File: src/rtl/lsu_align.sv
// lsu_align: byte/halfword/word load-store alignment in front of a word-only MemCtl.
// Build option LSU_ERR_EN: report misaligned/illegal requests instead of forcing alignment.
module lsu_align #(
    parameter int ADDR_WIDTH = 32,
    parameter int DATA_WIDTH = 32,
    parameter int MEM_RD_LAT = 1
) (
    input  logic                  sys_clk,
    input  logic                  sys_rst,
    input  logic                  req_valid,
    output logic                  req_ready,
    input  logic                  req_we,
    input  logic [2:0]            req_funct3,
    input  logic [ADDR_WIDTH-1:0] req_addr,
    input  logic [DATA_WIDTH-1:0] req_wdata,
    output logic                  resp_valid,
    output logic [DATA_WIDTH-1:0] resp_rdata,
    output logic                  resp_err,
    output logic                  mem_op,
    output logic                  mem_rw,
    output logic [ADDR_WIDTH-1:0] mem_addr,
    output logic [DATA_WIDTH-1:0] mem_data_w,
    input  logic [DATA_WIDTH-1:0] mem_data_r
);

    // Handshake: a request transfers at a rising edge with req_valid && req_ready;
    // resp_valid is a single-cycle pulse with no back-pressure.

    typedef enum logic [2:0] {IDLE, ISSUE, RMW_RD, WAIT, RMW_WR, RESP} state_t;

    localparam logic [1:0] SZ_B = 2'd0;
    localparam logic [1:0] SZ_H = 2'd1;
    localparam logic [1:0] SZ_W = 2'd2;
    localparam int CNT_W = (MEM_RD_LAT > 1) ? $clog2(MEM_RD_LAT) : 1;

    state_t state, state_nxt;

    logic [1:0]       op_size, op_size_nxt;
    logic             op_uns, op_uns_nxt;
    logic             op_we, op_we_nxt;
    logic [1:0]       op_lo, op_lo_nxt;
    logic [15:0]      op_wdata, op_wdata_nxt;
    logic [CNT_W-1:0] cnt, cnt_nxt;

    logic                  req_ready_nxt, resp_valid_nxt, resp_err_nxt;
    logic [DATA_WIDTH-1:0] resp_rdata_nxt;
    logic                  mem_op_nxt, mem_rw_nxt;
    logic [ADDR_WIDTH-1:0] mem_addr_nxt;
    logic [DATA_WIDTH-1:0] mem_data_w_nxt;

    logic [1:0]            dec_size;
    logic                  dec_uns, dec_err;
    logic [1:0]            dec_lo;
    logic [7:0]            rd_byte;
    logic [15:0]           rd_half;
    logic [DATA_WIDTH-1:0] rd_ext, wr_merge;

    always_comb begin
        dec_size = SZ_W;
        dec_uns  = 1'b0;
        dec_err  = 1'b0;
        case (req_funct3)
            3'b000: dec_size = SZ_B;
            3'b001: dec_size = SZ_H;
            3'b010: dec_size = SZ_W;
            3'b100: begin dec_size = SZ_B; dec_uns = 1'b1; end
            3'b101: begin dec_size = SZ_H; dec_uns = 1'b1; end
            default: begin
                dec_size = SZ_W;
`ifdef LSU_ERR_EN
                dec_err = 1'b1;
`endif
            end
        endcase
        dec_lo = req_addr[1:0];
`ifdef LSU_ERR_EN
        if (dec_size == SZ_H && req_addr[0]) dec_err = 1'b1;
        if (dec_size == SZ_W && req_addr[1:0] != 2'b00) dec_err = 1'b1;
`else
        // Without error reporting the access is silently forced onto its natural boundary.
        if (dec_size == SZ_H) dec_lo[0] = 1'b0;
        if (dec_size == SZ_W) dec_lo = 2'b00;
`endif
    end

    always_comb begin
        rd_byte = mem_data_r[{op_lo, 3'b000} +: 8];
        rd_half = mem_data_r[{op_lo[1], 4'b0000} +: 16];
        case (op_size)
            SZ_B:    rd_ext = op_uns ? {{(DATA_WIDTH-8){1'b0}}, rd_byte}
                                     : {{(DATA_WIDTH-8){rd_byte[7]}}, rd_byte};
            SZ_H:    rd_ext = op_uns ? {{(DATA_WIDTH-16){1'b0}}, rd_half}
                                     : {{(DATA_WIDTH-16){rd_half[15]}}, rd_half};
            default: rd_ext = mem_data_r;
        endcase
        wr_merge = mem_data_r;
        if (op_size == SZ_B) wr_merge[{op_lo, 3'b000} +: 8] = op_wdata[7:0];
        else                 wr_merge[{op_lo[1], 4'b0000} +: 16] = op_wdata;
    end

    // Outputs are registered: each transition loads the output values of the state it enters.
    always_comb begin
        state_nxt      = state;
        op_size_nxt    = op_size;
        op_uns_nxt     = op_uns;
        op_we_nxt      = op_we;
        op_lo_nxt      = op_lo;
        op_wdata_nxt   = op_wdata;
        cnt_nxt        = cnt;
        req_ready_nxt  = 1'b0;
        resp_valid_nxt = 1'b0;
        resp_err_nxt   = 1'b0;
        resp_rdata_nxt = '0;
        mem_op_nxt     = 1'b0;
        mem_rw_nxt     = 1'b0;
        mem_addr_nxt   = mem_addr;
        mem_data_w_nxt = mem_data_w;
        case (state)
            IDLE: begin
                req_ready_nxt = 1'b1;
                if (req_valid && req_ready) begin
                    req_ready_nxt = 1'b0;
                    op_size_nxt   = dec_size;
                    op_uns_nxt    = dec_uns;
                    op_we_nxt     = req_we;
                    op_lo_nxt     = dec_lo;
                    op_wdata_nxt  = req_wdata[15:0];
                    if (dec_err) begin
                        state_nxt      = RESP;
                        resp_valid_nxt = 1'b1;
                        resp_err_nxt   = 1'b1;
                    end else if (!req_we || dec_size == SZ_W) begin
                        state_nxt    = ISSUE;
                        mem_op_nxt   = 1'b1;
                        mem_rw_nxt   = req_we;
                        mem_addr_nxt = {req_addr[ADDR_WIDTH-1:2], 2'b00};
                        if (req_we) mem_data_w_nxt = req_wdata;
                    end else begin
                        state_nxt    = RMW_RD;
                        mem_op_nxt   = 1'b1;
                        mem_addr_nxt = {req_addr[ADDR_WIDTH-1:2], 2'b00};
                    end
                end
            end
            ISSUE: begin
                if (op_we) begin
                    state_nxt      = RESP;
                    resp_valid_nxt = 1'b1;
                end else begin
                    state_nxt = WAIT;
                    cnt_nxt   = CNT_W'(MEM_RD_LAT - 1);
                end
            end
            RMW_RD: begin
                state_nxt = WAIT;
                cnt_nxt   = CNT_W'(MEM_RD_LAT - 1);
            end
            WAIT: begin
                if (cnt == '0) begin
                    if (op_we) begin
                        state_nxt      = RMW_WR;
                        mem_op_nxt     = 1'b1;
                        mem_rw_nxt     = 1'b1;
                        mem_data_w_nxt = wr_merge;
                    end else begin
                        state_nxt      = RESP;
                        resp_valid_nxt = 1'b1;
                        resp_rdata_nxt = rd_ext;
                    end
                end else begin
                    cnt_nxt = cnt - CNT_W'(1);
                end
            end
            RMW_WR: begin
                state_nxt      = RESP;
                resp_valid_nxt = 1'b1;
            end
            RESP: begin
                state_nxt     = IDLE;
                req_ready_nxt = 1'b1;
            end
            default: state_nxt = IDLE;
        endcase
    end

    always_ff @(posedge sys_clk) begin
        if (!sys_rst) begin
            state      <= IDLE;
            op_size    <= SZ_W;
            op_uns     <= 1'b0;
            op_we      <= 1'b0;
            op_lo      <= 2'b00;
            op_wdata   <= '0;
            cnt        <= '0;
            req_ready  <= 1'b0;
            resp_valid <= 1'b0;
            resp_err   <= 1'b0;
            resp_rdata <= '0;
            mem_op     <= 1'b0;
            mem_rw     <= 1'b0;
            mem_addr   <= '0;
            mem_data_w <= '0;
        end else begin
            state      <= state_nxt;
            op_size    <= op_size_nxt;
            op_uns     <= op_uns_nxt;
            op_we      <= op_we_nxt;
            op_lo      <= op_lo_nxt;
            op_wdata   <= op_wdata_nxt;
            cnt        <= cnt_nxt;
            req_ready  <= req_ready_nxt;
            resp_valid <= resp_valid_nxt;
            resp_err   <= resp_err_nxt;
            resp_rdata <= resp_rdata_nxt;
            mem_op     <= mem_op_nxt;
            mem_rw     <= mem_rw_nxt;
            mem_addr   <= mem_addr_nxt;
            mem_data_w <= mem_data_w_nxt;
        end
    end

endmodule

File: config.mk
export PLATFORM = sky130hd
export DESIGN_NAME = lsu_align
export DESIGN_NICKNAME = d
export VERILOG_FILES = /design/src/rtl/lsu_align.sv
export SDC_FILE = /design/constraint.sdc
export NUM_CORES = 1
export LEC_CHECK = 0
export ABC_AREA = 1
export BUFFER_PORTS_ARGS = -buffer_cell sky130_fd_sc_hd__buf_2
export CAP_MARGIN = 20
export CORE_MARGIN = 2
export CORE_UTILIZATION = 56
export DETAILED_ROUTE_END_ITERATION = 12
export PLACE_DENSITY = 0.86
export SYNTH_ARGS = -nofsm -noshare
export SYNTH_HDL_FRONTEND = slang
export SYNTH_SLANG_ARGS = --single-unit
export TNS_END_PERCENT = 5
File: constraint.sdc
create_clock -name sys_clk -period 2.9 [get_ports sys_clk]
set_input_delay 0.58 -clock sys_clk [delete_from_list [all_inputs] [get_ports sys_clk]]
set_output_delay 0.58 -clock sys_clk [all_outputs]
set_load 0.02 [all_outputs]
==> report_table.html, run 1 <==
<table>
<tr><th>Metric</th><th>Value</th></tr>
<tr><th colspan="2">Timing</th></tr>
<tr><td>Final sum of negative setup slack</td><td>0 ns</td></tr>
<tr><td>Number of pins with negative max-slew slack in the final report</td><td>0</td></tr>
<tr><td>Worst-margin pin slew</td><td>0.649 ns</td></tr>
<tr><td>Period utilisation layout</td><td>75.5%</td></tr>
<tr><td>Maximum clock skew at final layout</td><td>0.00890 ns</td></tr>
<tr><td>RSZ-0062 raised after global routing</td><td>false</td></tr>
<tr><td>Max Freq</td><td>0.457 GHz</td></tr>
<tr><td>Number of hold-slack violations in the final timing report</td><td>0</td></tr>
<tr><td>Worst Hold Slack</td><td>0.398 ns</td></tr>
<tr><td># setup viols final</td><td>0</td></tr>
<tr><td>Worst slew slack as a fraction of its limit</td><td>56.6%</td></tr>
<tr><td>Final worst path period need</td><td>2.19 ns</td></tr>
<tr><th colspan="2">GRT</th></tr>
<tr><td>Largest net degree at the start of global routing</td><td>49</td></tr>
<tr><td>Initial antenna violation count</td><td>0</td></tr>
<tr><td>Via count of the first global-routing pass</td><td>6692</td></tr>
<tr><td>First-pass GRT wire length</td><td>32200 microns</td></tr>
<tr><td>Total overflow reported by the global router</td><td>0</td></tr>
<tr><td>GRT Util Overall</td><td>31.4%</td></tr>
<tr><th colspan="2">Synth</th></tr>
<tr><td>Most frequent cell after synthesis</td><td>nand2_1</td></tr>
<tr><td>Register area share after synthesis</td><td>37.2%</td></tr>
<tr><td>Commonest register cell after synthesis</td><td>dfxtp_1</td></tr>
<tr><td>Most frequent cells after synthesis</td><td>nand2_1, a21oi_1, dfxtp_1, nor2_1, inv_1</td></tr>
<tr><td>Number of instances in the synthesized netlist</td><td>1054</td></tr>
<tr><td>Post-synth top area cell</td><td>dfxtp_1</td></tr>
<tr><td>Ranking of synthesized cells by area</td><td>dfxtp_1, nand2_1, a21oi_1</td></tr>
<tr><td>Mean instance size in the synthesized netlist</td><td>6.28 sq um</td></tr>
<tr><td>Number of flops mapped to enable cells by yosys</td><td>0</td></tr>
<tr><td>Fraction of synthesis flops using an asynchronous set or reset pin</td><td>0%</td></tr>
<tr><td>Summed instance area of the synthesized netlist</td><td>6620 sq um</td></tr>
<tr><td>Number of synthesized register bits</td><td>123</td></tr>
<tr><td>Count of synthesis-stage warnings from yosys</td><td>0</td></tr>
<tr><td>Yosys top cell area share</td><td>37.2%</td></tr>
<tr><td>Distinct cell type count after synthesis</td><td>28</td></tr>
<tr><th colspan="2">Pwr</th></tr>
<tr><td>Total power draw</td><td>5.17 mW</td></tr>
<tr><td>Power density normalized to cell area</td><td>631 nW/um^2</td></tr>
<tr><td>Standby leakage power</td><td>4.25 nW</td></tr>
<tr><td>Max rail drop VDD</td><td>0.484 mV</td></tr>
<tr><th colspan="2">Worst setup path</th></tr>
<tr><td>Buffer and inverter count on the worst path</td><td>2</td></tr>
<tr><td>Cell class contributing the biggest share of worst-path delay</td><td>simple AND/OR/NAND/NOR gates</td></tr>
<tr><td>Start-to-end type of the worst setup path</td><td>register to register</td></tr>
<tr><td>Worst Path Required</td><td>3.25 ns</td></tr>
<tr><td>Data arrival time of the critical path</td><td>2.54 ns</td></tr>
<tr><td>Cell-by-cell trace of the critical path</td><td>inv_1, ha_1, clkinv_1, nor2_1, nand2_1, nand2_1, nand2_1, a21oi_1</td></tr>
<tr><td>Maximum fanout along the worst path</td><td>14</td></tr>
<tr><td>Cell at the slowest stage of the critical path</td><td>nor2_1</td></tr>
<tr><td>Critical path's largest stage delay</td><td>0.56 ns</td></tr>
<tr><td>Most prevalent standard cell on the critical path</td><td>nand2_1</td></tr>
<tr><td>Startpoint type of the worst setup path</td><td>register</td></tr>
<tr><td>Type of element capturing the critical path</td><td>register</td></tr>
<tr><th colspan="2">Floorplan</th></tr>
<tr><td>Total number of placement rows</td><td>39</td></tr>
<tr><td>Core Footprint</td><td>11500 sq um</td></tr>
<tr><td>Horizontal extent of the die</td><td>113 microns</td></tr>
<tr><td>Top-level port count</td><td>204</td></tr>
<tr><td>Effective utilization at floorplan</td><td>57.7%</td></tr>
<tr><td>Area of the die</td><td>12700 sq um</td></tr>
<tr><td>Vertical extent of the die</td><td>113 microns</td></tr>
<tr><th colspan="2">Routing</th></tr>
<tr><td>Antenna Nets Post-Route</td><td>0</td></tr>
<tr><td>First-pass iteration count of the detailed router</td><td>6</td></tr>
<tr><td>Via count normalized by instance count</td><td>5.30</td></tr>
<tr><td>Routed wirelength normalized by instance count</td><td>14.3 microns</td></tr>
<tr><td>Residual DRC</td><td>0</td></tr>
<tr><td>Initial detailed-routing violation count</td><td>790</td></tr>
<tr><td>Wire length reported by the detailed router</td><td>19800 microns</td></tr>
<tr><td>Number of vias in the routed layout</td><td>7346</td></tr>
<tr><th colspan="2">Final layout</th></tr>
<tr><td>Diode insertion count for antenna repair</td><td>0</td></tr>
<tr><td>Nets</td><td>1337</td></tr>
<tr><td>FILL cells</td><td>1016</td></tr>
<tr><td>Ratio of cells with drive above 1 in the final layout</td><td>22.1%</td></tr>
<tr><td>Synthesis-to-layout area growth</td><td>23.9%</td></tr>
<tr><th colspan="2">Clock tree</th></tr>
<tr><td>CTS root buffer</td><td>clkbuf_16</td></tr>
<tr><td>Worst-skew pair later-pin latency</td><td>0.42 ns</td></tr>
<tr><td>Total number of H-tree levels</td><td>4</td></tr>
<tr><td>Post-CTS sizing</td><td>0</td></tr>
<tr><td>Number of sinks on the clock net</td><td>123</td></tr>
<tr><td>CTS tree</td><td>done</td></tr>
<tr><td>Reg clk slew, reported paths</td><td>0.06 ns</td></tr>
<tr><td>Number of buffers added to fix hold violations after cts</td><td>0</td></tr>
<tr><td>Max clock buf depth</td><td>2</td></tr>
<tr><td>Post-CTS repair timing setup buffer count</td><td>0</td></tr>
<tr><td>CTS buffer count</td><td>17</td></tr>
<tr><th colspan="2">Placement</th></tr>
<tr><td>Last weighted congestion value of the routability-driven placer</td><td>0.958</td></tr>
<tr><td>Port Buffers</td><td>200</td></tr>
<tr><td>HPWL Detailed</td><td>14100 microns</td></tr>
<tr><th colspan="2">Run status</th></tr>
<tr><td>Run status</td><td>completed</td></tr>
<tr><th colspan="2">Flow run</th></tr>
<tr><td>Number of maximum-capacitance constraint violations</td><td>0</td></tr>
<tr><th colspan="2">Min path</th></tr>
<tr><td>Kind of path behind the tightest hold check</td><td>input pin to register</td></tr>
</table>
stage by stage:
| stage | instances | area (sq um) | setup WS, ns | utilization, % |
|---|---|---|---|---|
| global placement | 1353 | 7580 | 0.801 | 66.1 |
| global route | 1385 | 8200 | 0.458 | 71.5 |
| CTS | 1385 | 8200 | 0.766 | 71.5 |
| finish | 1385 | 8200 | 0.710 | 71.5 |
| detailed placement | 1353 | 7580 | 0.766 | 66.1 |
| floorplan | 1056 | 6630 | 0.953 | - |
kinds of logic after synthesis:
logic type,synth area share [%]
AOI/OAI and AO/OA,15.3
adders and majority gates,0.945
buffers and inverters,10.3
DFF,37.2
other,0.0567
and+or+nand+nor,36.2
worst register-to-register path: stages, from the launching register on:
cell and delay, ns:
dfxtp_1 0.32, inv_1 0.35, ha_1 0.24, clkinv_1 0.26
nor2_1 0.56, nand2_1 0.12, nand2_1 0.08, nand2_1 0.05
a21oi_1 0.14
flip-flops by register name, summed over array words and instances, names as in the netlist, 2 cells and up:
| name | cells |
|---|---|
| state | 3 |
| mem_addr | 30 |
| mem_data_w | 32 |
| op_size | 2 |
| resp_rdata | 32 |
| op_lo | 2 |
| op_wdata | 16 |
cell type report:
type	count	area (sq um)	area share, %
Inverter	92	345	4.21
Clock buffer	17	425	5.19
Sequential cell	123	2460	30.0
Multi-Input combinational cell	781	3480	42.5
Tap cell	143	179	2.18
Timing Repair Buffer	214	1110	13.5
Clock inverter	15	199	2.43
cell usage in the layout, fill, tap and decap left out:
cell	count
inv_1	83
ha_1	5
o21ai_1	4
o21ai_0	43
buf_2	200
nor3_1	1
nand3_1	40
nand3_2	1
clkinv_2	4
conb_1	3
bufinv_16	4
clkbuf_16	17
dfxtp_1	123
a21oi_2	9
nand3b_1	24
clkinv_1	2
inv_6	1
nand2_4	3
a21oi_1	127
nand4_1	1
buf_4	14
nor2_1	122
a31oi_1	1
nor2_2	1
nand2_2	3
clkinv_4	4
o211ai_1	8
nor2_4	4
nand2_1	381
clkinvlp_4	2
inv_2	7
worst paths after layout:
| kind | start | end | slack [ns] | depth (start not counted) |
|---|---|---|---|---|
| setup / recovery | op_lo[1]$_SDFFE_PN0P_ | mem_data_w[8]$_SDFFE_PN0P_ | 0.71 | 8 |
| hold reg to reg | mem_addr[28]$_SDFFE_PN0P_ | mem_addr[28]$_SDFFE_PN0P_ | 0.46 | 2 |
| setup reg to reg | op_lo[1]$_SDFFE_PN0P_ | mem_data_w[8]$_SDFFE_PN0P_ | 0.71 | 8 |
| hold / removal | req_addr[11] | mem_addr[11]$_SDFFE_PN0P_ | 0.40 | 3 |
where the power goes:
group | internal, mW | total (mW) | switching [mW]
Combinational | 0.344 | 1.05 | 0.710
Clock | 1.44 | 2.23 | 0.795
Sequential | 1.80 | 1.89 | 0.0874
Total | 3.58 | 5.17 | 1.59
layer usage:
metal / GRT usage (%) / routed length (microns) / vias to the layer above
li1: - / - / 3665
met1: 40.9 / 8490 / 3241
met2: 50.1 / 8980 / 400
met3: 8.89 / 1920 / 40
met4: 10.9 / 447 / 0
met5: 0 / 0 / -
Note: power is estimated with default switching activity, not from simulation.
==> inputs of run 2 (changes only) <==
--- a/config.mk
+++ b/config.mk
@@ -5,13 +5,13 @@
 export SDC_FILE = /design/constraint.sdc
 export NUM_CORES = 1
 export LEC_CHECK = 0
-export ABC_AREA = 1
+export ABC_AREA = 0
 export BUFFER_PORTS_ARGS = -buffer_cell sky130_fd_sc_hd__buf_2
 export CAP_MARGIN = 20
 export CORE_MARGIN = 2
-export CORE_UTILIZATION = 56
+export CORE_UTILIZATION = 50
 export DETAILED_ROUTE_END_ITERATION = 12
-export PLACE_DENSITY = 0.86
+export PLACE_DENSITY = 0.8
 export SYNTH_ARGS = -nofsm -noshare
 export SYNTH_HDL_FRONTEND = slang
 export SYNTH_SLANG_ARGS = --single-unit
==> constraint.sdc (replaced) <==
create_clock -name sys_clk -period 2.12 [get_ports sys_clk]
set_input_delay 0.424 -clock sys_clk [delete_from_list [all_inputs] [get_ports sys_clk]]
set_output_delay 0.424 -clock sys_clk [all_outputs]
set_load 0.02 [all_outputs]
==> report_table.html, run 2 <==
<table>
<tr><th>Metric</th><th>Value</th></tr>
<tr><th colspan="2">Run status</th></tr>
<tr><td>Run status</td><td>completed</td></tr>
<tr><th colspan="2">GRT</th></tr>
<tr><td>First-pass GRT wire length</td><td>28900 microns (-10%)</td></tr>
<tr><td>GRT Max-Usage Layer</td><td>met2</td></tr>
<tr><td>Met1 track demand over resource in global routing</td><td>35.4% (-5.5 points)</td></tr>
<tr><td>Largest net degree at the start of global routing</td><td>65 (+33%)</td></tr>
<tr><td>GRT Util Overall</td><td>28.8% (-2.6 points)</td></tr>
<tr><td>GRT met2 Usage</td><td>46.6% (-3.5 points)</td></tr>
<tr><td>Total overflow reported by the global router</td><td>0 (unchanged)</td></tr>
<tr><td>Initial antenna violation count</td><td>0 (unchanged)</td></tr>
<tr><td>GR met3 Demand/Resource</td><td>8.57% (-0.32 points)</td></tr>
<tr><td>Via count of the first global-routing pass</td><td>5782 (-14%)</td></tr>
<tr><th colspan="2">Floorplan</th></tr>
<tr><td>Area of the die</td><td>12700 sq um (about the same)</td></tr>
<tr><td>Core Footprint</td><td>11500 sq um (unchanged)</td></tr>
<tr><td>Vertical extent of the die</td><td>113 microns (about the same)</td></tr>
<tr><td>Horizontal extent of the die</td><td>113 microns (about the same)</td></tr>
<tr><td>Total number of placement rows</td><td>39 (unchanged)</td></tr>
<tr><td>Effective utilization at floorplan</td><td>51.5% (-6.2 points)</td></tr>
<tr><td>Top-level port count</td><td>204 (unchanged)</td></tr>
<tr><th colspan="2">Worst setup path</th></tr>
<tr><td>Data arrival time of the critical path</td><td>2.30 ns (-0.24 ns)</td></tr>
<tr><td>Type of element capturing the critical path</td><td>register</td></tr>
<tr><td>Maximum fanout along the worst path</td><td>8 (-6)</td></tr>
<tr><td>Cell class contributing the biggest share of worst-path delay</td><td>compound AO/OA/AOI/OAI gates</td></tr>
<tr><td>Start-to-end type of the worst setup path</td><td>register to register</td></tr>
<tr><td>Worst Path Required</td><td>2.47 ns (-0.78 ns)</td></tr>
<tr><td>Critical path's largest stage delay</td><td>0.38 ns (-0.18 ns)</td></tr>
<tr><td>Buffer and inverter count on the worst path</td><td>2 (unchanged)</td></tr>
<tr><td>Startpoint type of the worst setup path</td><td>register</td></tr>
<tr><td>Cell-by-cell trace of the critical path</td><td>inv_1, ha_1, nor4bb_1, buf_4, a311oi_1, a211o_1, a31oi_1</td></tr>
<tr><td>Cell at the slowest stage of the critical path</td><td>dfxtp_2</td></tr>
<tr><th colspan="2">Clock tree</th></tr>
<tr><td>Worst-skew pair later-pin latency</td><td>0.43 ns (about the same)</td></tr>
<tr><td>Post-CTS sizing</td><td>0 (unchanged)</td></tr>
<tr><td>CTS tree</td><td>done</td></tr>
<tr><td>CTS root buffer</td><td>clkbuf_16</td></tr>
<tr><td>CTS buffer count</td><td>17 (unchanged)</td></tr>
<tr><td>Max clock buf depth</td><td>2 (unchanged)</td></tr>
<tr><td>Post-CTS repair timing setup buffer count</td><td>0 (unchanged)</td></tr>
<tr><td>Number of buffers added to fix hold violations after cts</td><td>0 (unchanged)</td></tr>
<tr><td>Number of sinks on the clock net</td><td>123 (unchanged)</td></tr>
<tr><td>Total number of H-tree levels</td><td>4 (unchanged)</td></tr>
<tr><td>Reg clk slew, reported paths</td><td>0.05 ns (about the same)</td></tr>
<tr><th colspan="2">Final layout</th></tr>
<tr><td>FILL cells</td><td>961 (-5.4%)</td></tr>
<tr><td>Final core utilization</td><td>66.3% (-5.3 points)</td></tr>
<tr><td>Largest registers</td><td>mem_data_w: 32 flops, resp_rdata: 32 flops, mem_addr: 30 flops</td></tr>
<tr><td>Diode insertion count for antenna repair</td><td>0 (unchanged)</td></tr>
<tr><td>Most common library cell in the layout ignoring fill and taps</td><td>buf_2</td></tr>
<tr><td>Nets</td><td>1016 (-24%)</td></tr>
<tr><td>Synthesis-to-layout area growth</td><td>28.5%</td></tr>
<tr><td>Post-route cell area</td><td>7600 sq um (-7.4%)</td></tr>
<tr><td>Ratio of cells with drive above 1 in the final layout</td><td>29.3% (+7.3 points)</td></tr>
<tr><td>Most frequent cells in the layout</td><td>buf_2, nand2_1, dfxtp_1</td></tr>
<tr><th colspan="2">Min path</th></tr>
<tr><td>Kind of path behind the tightest hold check</td><td>input pin to register</td></tr>
<tr><th colspan="2">Pwr</th></tr>
<tr><td>Internal cell power</td><td>4.57 mW (+28%)</td></tr>
<tr><td>Standby leakage power</td><td>3.38 nW (-21%)</td></tr>
<tr><td>Max rail drop VDD</td><td>0.685 mV (+42%)</td></tr>
<tr><td>Gate power share</td><td>16.2% (-4.2 points)</td></tr>
<tr><td>Portion of total power attributed to the clock network</td><td>43.8% (+0.7 points)</td></tr>
<tr><td>Sequential cell fraction of total power</td><td>40.0% (+3.5 points)</td></tr>
<tr><td>Power density normalized to cell area</td><td>830 nW/um^2 (+32%)</td></tr>
<tr><td>Sw power</td><td>1.74 mW (+9.0%)</td></tr>
<tr><td>Switching Fraction</td><td>27.5% (-3.3 points)</td></tr>
<tr><td>Total power draw</td><td>6.30 mW (+22%)</td></tr>
<tr><th colspan="2">Routing</th></tr>
<tr><td>Residual DRC</td><td>0 (unchanged)</td></tr>
<tr><td>Number of vias in the routed layout</td><td>6213 (-15%)</td></tr>
<tr><td>Antenna Nets Post-Route</td><td>0 (unchanged)</td></tr>
<tr><td>Routed wirelength normalized by instance count</td><td>17.2 microns (+20%)</td></tr>
<tr><td>Wire length reported by the detailed router</td><td>18300 microns (-7.9%)</td></tr>
<tr><td>Via count normalized by instance count</td><td>5.84 (+10%)</td></tr>
<tr><td>First-pass iteration count of the detailed router</td><td>5 (-1)</td></tr>
<tr><td>Initial detailed-routing violation count</td><td>651 (-18%)</td></tr>
<tr><th colspan="2">Placement</th></tr>
<tr><td>HPWL Detailed</td><td>12700 microns (-10%)</td></tr>
<tr><td>Port Buffers</td><td>200 (unchanged)</td></tr>
<tr><td>Last weighted congestion value of the routability-driven placer</td><td>0.888 (-7.3%)</td></tr>
<tr><td>Area of placed instances</td><td>7030 sq um (-7.2%)</td></tr>
<tr><th colspan="2">Synth</th></tr>
<tr><td>Fraction of synthesis flops using an asynchronous set or reset pin</td><td>0% (unchanged)</td></tr>
<tr><td>Number of instances in the synthesized netlist</td><td>727 (-31%)</td></tr>
<tr><td>Most frequent cells after synthesis</td><td>nand2_1, dfxtp_1, a21oi_1, clkbuf_1, mux2i_1</td></tr>
<tr><td>Number of flops mapped to enable cells by yosys</td><td>0 (unchanged)</td></tr>
<tr><td>Ranking of synthesized cells by area</td><td>dfxtp_1, nand2_1, a21oi_1</td></tr>
<tr><td>Summed instance area of the synthesized netlist</td><td>5910 sq um (-11%)</td></tr>
<tr><td>Commonest register cell after synthesis</td><td>dfxtp_1</td></tr>
<tr><td>Yosys top cell area share</td><td>41.7% (+4.5 points)</td></tr>
<tr><td>Register area share after synthesis</td><td>41.7% (+4.5 points)</td></tr>
<tr><td>Count of synthesis-stage warnings from yosys</td><td>0 (unchanged)</td></tr>
<tr><td>Distinct cell type count after synthesis</td><td>44 (+57%)</td></tr>
<tr><td>Number of synthesized register bits</td><td>123 (unchanged)</td></tr>
<tr><td>Post-synth top area cell</td><td>dfxtp_1</td></tr>
<tr><td>Mean instance size in the synthesized netlist</td><td>8.13 sq um (+29%)</td></tr>
<tr><td>Most frequent cell after synthesis</td><td>nand2_1</td></tr>
<tr><th colspan="2">Timing</th></tr>
<tr><td>Number of hold-slack violations in the final timing report</td><td>0 (unchanged)</td></tr>
<tr><td>Period utilisation layout</td><td>92.1% (+17 points)</td></tr>
<tr><td>Worst-margin pin slew</td><td>0.602 ns (-0.0475 ns)</td></tr>
<tr><td># setup viols final</td><td>0 (unchanged)</td></tr>
<tr><td>Worst slew slack as a fraction of its limit</td><td>59.9% (+3.3 points)</td></tr>
<tr><td>RSZ-0062 raised after global routing</td><td>false</td></tr>
<tr><td>Maximum clock skew at final layout</td><td>0.0118 ns (+0.00294 ns)</td></tr>
<tr><td>Final worst path period need</td><td>1.95 ns (-0.238 ns)</td></tr>
<tr><td>Max Freq</td><td>0.512 GHz (+12%)</td></tr>
<tr><td>Number of pins with negative max-slew slack in the final report</td><td>0 (unchanged)</td></tr>
<tr><th colspan="2">Flow run</th></tr>
<tr><td>Number of maximum-capacitance constraint violations</td><td>0 (unchanged)</td></tr>
</table>
run 2: cell families after synthesis:
| kind of cell | count (synthesis) | share of synthesized area, % |
|---|---|---|
| flops | 123 | 41.7 |
| mux | 41 | 7.03 |
| buf+inv | 81 | 6.10 |
| xor+xnor | 1 | 0.148 |
| compound gates | 242 | 26.8 |
| fa+ha+maj | 5 | 1.06 |
| simple gates | 233 | 17.1 |
| other cells | 1 | 0.0634 |
run 2: cell type report:
cell class | instances | area (sq um) | area share (%)
multi-input cells | 525 | 3120 | 41.0
clock buffers | 23 | 468 | 6.16
clock inverters | 9 | 95.1 | 1.25
repair buffers | 229 | 1230 | 16.2
well taps | 143 | 179 | 2.36
inverters | 12 | 45.0 | 0.593
flip-flops and latches | 123 | 2460 | 32.4
run 2: metal layers:
metal | vias to the layer above | part of all wire, % | routed length, microns
met2 | 373 | 47 | 8530
met4 | 0 | 3.3 | 600
li1 | 2959 | - | -
met1 | 2832 | 39 | 7170
met3 | 49 | 11 | 1980
met5 | - | 0 | 0
run 2: path summary, 6_finish.rpt:
kind | from | to | slack, ns | cells past startpoint
setup / recovery | op_lo[1]$_SDFFE_PN0P_ | mem_data_w[16]$_SDFFE_PN0P_ | 0.17 | 7
hold / removal | req_addr[12] | mem_addr[12]$_SDFFE_PN0P_ | 0.23 | 3
setup reg to reg | op_lo[1]$_SDFFE_PN0P_ | mem_data_w[16]$_SDFFE_PN0P_ | 0.17 | 7
hold reg to reg | mem_addr[13]$_SDFFE_PN0P_ | mem_addr[13]$_SDFFE_PN0P_ | 0.45 | 2
run 2: worst register-to-register path, delay by kind of cell, from the launching register on:
kind | cells | cell delay (ns)
compound gates | 3 | 0.58
flops | 1 | 0.38
fa+ha+maj | 1 | 0.34
buf+inv | 2 | 0.31
simple gates | 1 | 0.27
run 2: metrics by stage:
stage | setup WS (ns) | cells | hold slack (ns) | TNS (ns)
after floorplan | -0.0124 | 729 | 0.445 | -0.0920
after global placement | 0.238 | 1032 | 0.438 | 0
after detailed placement | 0.189 | 1032 | 0.444 | 0
after CTS | 0.181 | 1064 | 0.226 | 0
after global routing | 0.0457 | 1064 | 0.231 | 0
final | 0.168 | 1064 | 0.235 | 0
run 2: power groups by stage:
stage               clock [mW]  combinational, mW  sequential [mW]
floorplan                    0              0.563             2.63
global placement             0              0.987             2.56
detailed placement           0              0.997             2.57
CTS                       2.79               1.00             2.52
global route              2.91               1.11             2.53
finish                    2.76               1.02             2.52
==> inputs of run 3 (changes only) <==
==> constraint.sdc (replaced) <==
create_clock -name sys_clk -period 2.1 [get_ports sys_clk]
set_input_delay 0.42 -clock sys_clk [delete_from_list [all_inputs] [get_ports sys_clk]]
set_output_delay 0.42 -clock sys_clk [all_outputs]
set_load 0.02 [all_outputs]
==> report_table.html, run 3 (synthesis gave the netlist of run 2 again) <==
<table>
<tr><th>Metric</th><th>Value</th></tr>
<tr><th colspan="2">Run status</th></tr>
<tr><td>Run status</td><td>completed</td></tr>
<tr><th colspan="2">Routing</th></tr>
<tr><td>First-pass iteration count of the detailed router</td><td>5 (unchanged)</td></tr>
<tr><td>Residual DRC</td><td>0 (unchanged)</td></tr>
<tr><td>Via count normalized by instance count</td><td>5.87 (+0.44%)</td></tr>
<tr><td>Met3 routed wirelength</td><td>2020 microns (+2.4%)</td></tr>
<tr><td>Routed wirelength normalized by instance count</td><td>17.6 microns (+2.6%)</td></tr>
<tr><td>Routed length on met1</td><td>7230 microns (+0.71%)</td></tr>
<tr><td>Wire length reported by the detailed router</td><td>18700 microns (+2.3%)</td></tr>
<tr><td>Number of vias in the routed layout</td><td>6223 (+0.16%)</td></tr>
<tr><td>Initial detailed-routing violation count</td><td>633 (-2.8%)</td></tr>
<tr><td>Top routing layer used</td><td>met4</td></tr>
<tr><td>Antenna Nets Post-Route</td><td>0 (unchanged)</td></tr>
<tr><td>Metal2 WL</td><td>8630 microns (+1.2%)</td></tr>
<tr><th colspan="2">GRT</th></tr>
<tr><td>Total overflow reported by the global router</td><td>0 (unchanged)</td></tr>
<tr><td>Via count of the first global-routing pass</td><td>5777 (-0.086%)</td></tr>
<tr><td>Initial antenna violation count</td><td>0 (unchanged)</td></tr>
<tr><td>Largest net degree at the start of global routing</td><td>65 (unchanged)</td></tr>
<tr><td>First-pass GRT wire length</td><td>29400 microns (+1.6%)</td></tr>
<tr><td>GRT Util Overall</td><td>29.4% (+0.68 points)</td></tr>
<tr><th colspan="2">Floorplan</th></tr>
<tr><td>Core Footprint</td><td>11500 sq um (unchanged)</td></tr>
<tr><td>Effective utilization at floorplan</td><td>51.5% (unchanged)</td></tr>
<tr><td>Vertical extent of the die</td><td>113 microns (unchanged)</td></tr>
<tr><td>Top-level port count</td><td>204 (unchanged)</td></tr>
<tr><td>Total number of placement rows</td><td>39 (unchanged)</td></tr>
<tr><td>Horizontal extent of the die</td><td>113 microns (unchanged)</td></tr>
<tr><td>Area of the die</td><td>12700 sq um (unchanged)</td></tr>
<tr><th colspan="2">Timing</th></tr>
<tr><td>Worst-margin pin slew</td><td>0.674 ns (+0.0723 ns)</td></tr>
<tr><td>Number of pins with negative max-slew slack in the final report</td><td>0 (unchanged)</td></tr>
<tr><td>Max Freq</td><td>0.515 GHz (+0.62%)</td></tr>
<tr><td>Worst slew slack as a fraction of its limit</td><td>55.1% (-4.8 points)</td></tr>
<tr><td>RSZ-0062 raised after global routing</td><td>false</td></tr>
<tr><td>Period utilisation layout</td><td>92.4% (+0.30 points)</td></tr>
<tr><td>Maximum clock skew at final layout</td><td>0.00678 ns (-0.00506 ns)</td></tr>
<tr><td>Final sum of negative setup slack</td><td>0 ns (unchanged)</td></tr>
<tr><td>Number of hold-slack violations in the final timing report</td><td>0 (unchanged)</td></tr>
<tr><td># setup viols final</td><td>0 (unchanged)</td></tr>
<tr><td>Final worst path period need</td><td>1.94 ns (-0.0121 ns)</td></tr>
<tr><th colspan="2">Worst setup path</th></tr>
<tr><td>Worst r2r dst</td><td>resp_rdata[11]$_SDFF_PP0_</td></tr>
<tr><td>Cell at the slowest stage of the critical path</td><td>or3_1</td></tr>
<tr><td>Setup slack of the worst register-to-register path</td><td>0.16 ns (about the same)</td></tr>
<tr><td>Buffer and inverter count on the worst path</td><td>1 (-1)</td></tr>
<tr><td>Cell class contributing the biggest share of worst-path delay</td><td>simple AND/OR/NAND/NOR gates</td></tr>
<tr><td>Data arrival time of the critical path</td><td>2.23 ns (-0.07 ns)</td></tr>
<tr><td>Type of element capturing the critical path</td><td>register</td></tr>
<tr><td>Logic depth of the worst register-to-register path</td><td>5 (-2)</td></tr>
<tr><td>Startpoint type of the worst setup path</td><td>register</td></tr>
<tr><td>Maximum fanout along the worst path</td><td>26 (+18)</td></tr>
<tr><td>Worst Path Required</td><td>2.39 ns (-0.08 ns)</td></tr>
<tr><td>Critical path's largest stage delay</td><td>0.46 ns (+0.08 ns)</td></tr>
<tr><td>Crit Reg-Reg Startpoint</td><td>state[0]$_SDFFE_PN0P_</td></tr>
<tr><td>Start-to-end type of the worst setup path</td><td>register to register</td></tr>
<tr><td>Cell-by-cell trace of the critical path</td><td>nor2b_1, nand2_2, or3_1, buf_4, a221oi_1</td></tr>
<tr><th colspan="2">Pwr</th></tr>
<tr><td>Max rail drop VDD</td><td>1.00 mV (+47%)</td></tr>
<tr><td>Total power draw</td><td>6.49 mW (+2.9%)</td></tr>
<tr><td>Sw power</td><td>1.77 mW (+1.7%)</td></tr>
<tr><td>Portion of total power attributed to the clock network</td><td>44.6% (+0.8 points)</td></tr>
<tr><td>Gate power share</td><td>16.2% (about the same)</td></tr>
<tr><td>Sequential cell fraction of total power</td><td>39.2% (-0.8 points)</td></tr>
<tr><td>Power density normalized to cell area</td><td>849 nW/um^2 (+2.3%)</td></tr>
<tr><td>Standby leakage power</td><td>3.39 nW (+0.50%)</td></tr>
<tr><td>Internal cell power</td><td>4.72 mW (+3.4%)</td></tr>
<tr><td>Switching Fraction</td><td>27.2% (-0.32 points)</td></tr>
<tr><th colspan="2">Min path</th></tr>
<tr><td>Startpoint of the lowest-slack hold path</td><td>req_addr[8]</td></tr>
<tr><td>Sink of the worst hold path</td><td>mem_addr[8]$_SDFFE_PN0P_</td></tr>
<tr><td>Kind of path behind the tightest hold check</td><td>input pin to register</td></tr>
<tr><td>Worst hold path cell count</td><td>3 (unchanged)</td></tr>
<tr><th colspan="2">Final layout</th></tr>
<tr><td>Count of non-filler cells in the finished layout</td><td>1061 (-0.28%)</td></tr>
<tr><td>Most common library cell in the layout ignoring fill and taps</td><td>buf_2</td></tr>
<tr><td>Synthesis-to-layout area growth</td><td>29.3%</td></tr>
<tr><td>Diode insertion count for antenna repair</td><td>0 (unchanged)</td></tr>
<tr><td>Nets</td><td>1014 (-0.20%)</td></tr>
<tr><td>Largest registers</td><td>mem_data_w: 32 flops, resp_rdata: 32 flops, mem_addr: 30 flops</td></tr>
<tr><td>Ratio of cells with drive above 1 in the final layout</td><td>29.2% (-0.12 points)</td></tr>
<tr><td>Most frequent cells in the layout</td><td>buf_2, nand2_1, dfxtp_1</td></tr>
<tr><th colspan="2">Placement</th></tr>
<tr><td>Port Buffers</td><td>200 (unchanged)</td></tr>
<tr><td>Total instance count after detailed placement</td><td>1030 (-0.19%)</td></tr>
<tr><td>HPWL Detailed</td><td>12800 microns (+1.5%)</td></tr>
<tr><td>Last weighted congestion value of the routability-driven placer</td><td>0.941 (+5.9%)</td></tr>
<tr><th colspan="2">Clock tree</th></tr>
<tr><td>CTS buffer count</td><td>17 (unchanged)</td></tr>
<tr><td>CTS root buffer</td><td>clkbuf_16</td></tr>
<tr><td>Worst-skew pair later-pin latency</td><td>0.42 ns (about the same)</td></tr>
<tr><td>Max clock buf depth</td><td>2 (unchanged)</td></tr>
<tr><td>Reg clk slew, reported paths</td><td>0.06 ns (about the same)</td></tr>
<tr><td>Total number of H-tree levels</td><td>4 (unchanged)</td></tr>
<tr><td>CTS tree</td><td>done</td></tr>
<tr><td>Post-CTS sizing</td><td>0 (unchanged)</td></tr>
<tr><td>Number of sinks on the clock net</td><td>123 (unchanged)</td></tr>
<tr><td>Number of buffers added to fix hold violations after cts</td><td>0 (unchanged)</td></tr>
<tr><td>Post-CTS repair timing setup buffer count</td><td>0 (unchanged)</td></tr>
<tr><th colspan="2">Flow run</th></tr>
<tr><td>Number of maximum-capacitance constraint violations</td><td>0 (unchanged)</td></tr>
</table>
run 3: cell types whose count changed in the layout (fill, tap and decap cells not counted), sizes merged:
| cell | before | now |
|---|---|---|
| clkbuf | 23 | 24 |
| clkinvlp | 0 | 1 |
| clkinv | 7 | 4 |
| buf | 229 | 227 |
run 3: area by class of cell:
cell class              count  area [sq um]
fillers                   947          3820
multi-input cells         525          3110
flip-flops and latches    123          2460
repair buffers            227          1250
clock buffers              24           502
well taps                 143           179
clock inverters             7          87.6
inverters                  12          45.0
run 3: worst max-delay path by stage:
stage	to	startpoint	cells after the start
after floorplan	mem_data_w[6]$_SDFFE_PN0P_	op_lo[1]$_SDFFE_PN0P_	10
after global placement	mem_data_w[3]$_SDFFE_PN0P_	op_lo[0]$_SDFFE_PN0P_	7
after detailed placement	mem_data_w[6]$_SDFFE_PN0P_	op_lo[0]$_SDFFE_PN0P_	7
after CTS	mem_data_w[6]$_SDFFE_PN0P_	op_lo[0]$_SDFFE_PN0P_	7
after global routing	mem_data_w[16]$_SDFFE_PN0P_	op_lo[1]$_SDFFE_PN0P_	7
final	resp_rdata[11]$_SDFF_PP0_	state[0]$_SDFFE_PN0P_	5
run 3: worst min-delay path, cell delays in order:
cell     delay, ns
buf_2         0.09
nand2_1       0.04
a21oi_1       0.05
run 3: stage by stage:
stage	hold slack [ns]	cell area (sq um)	setup WS [ns]	util, %
floorplan	0.445	5960	0.00818	-
detailed placement	0.443	7050	0.221	61.5
global placement	0.438	7050	0.285	61.5
finish	0.232	7640	0.160	66.6
CTS	0.216	7640	0.200	66.6
global route	0.222	7640	0.0555	66.6
run 3: per-layer routing:
| layer | global-route usage, % | up-vias |
|---|---|---|
| li1 | - | 2949 |
| met1 | 36.1 | 2832 |
| met2 | 46.9 | 375 |
| met3 | 8.68 | 67 |
| met4 | 15.4 | 0 |
| met5 | 0 | - |
run 3: power by group through the flow:
stage | combinational [mW] | sequential [mW] | clock (mW)
floorplan | 0.569 | 2.66 | 0
global placement | 1.02 | 2.58 | 0
detailed placement | 1.03 | 2.59 | 0
CTS | 1.04 | 2.54 | 2.92
global route | 1.15 | 2.56 | 3.03
finish | 1.05 | 2.55 | 2.89
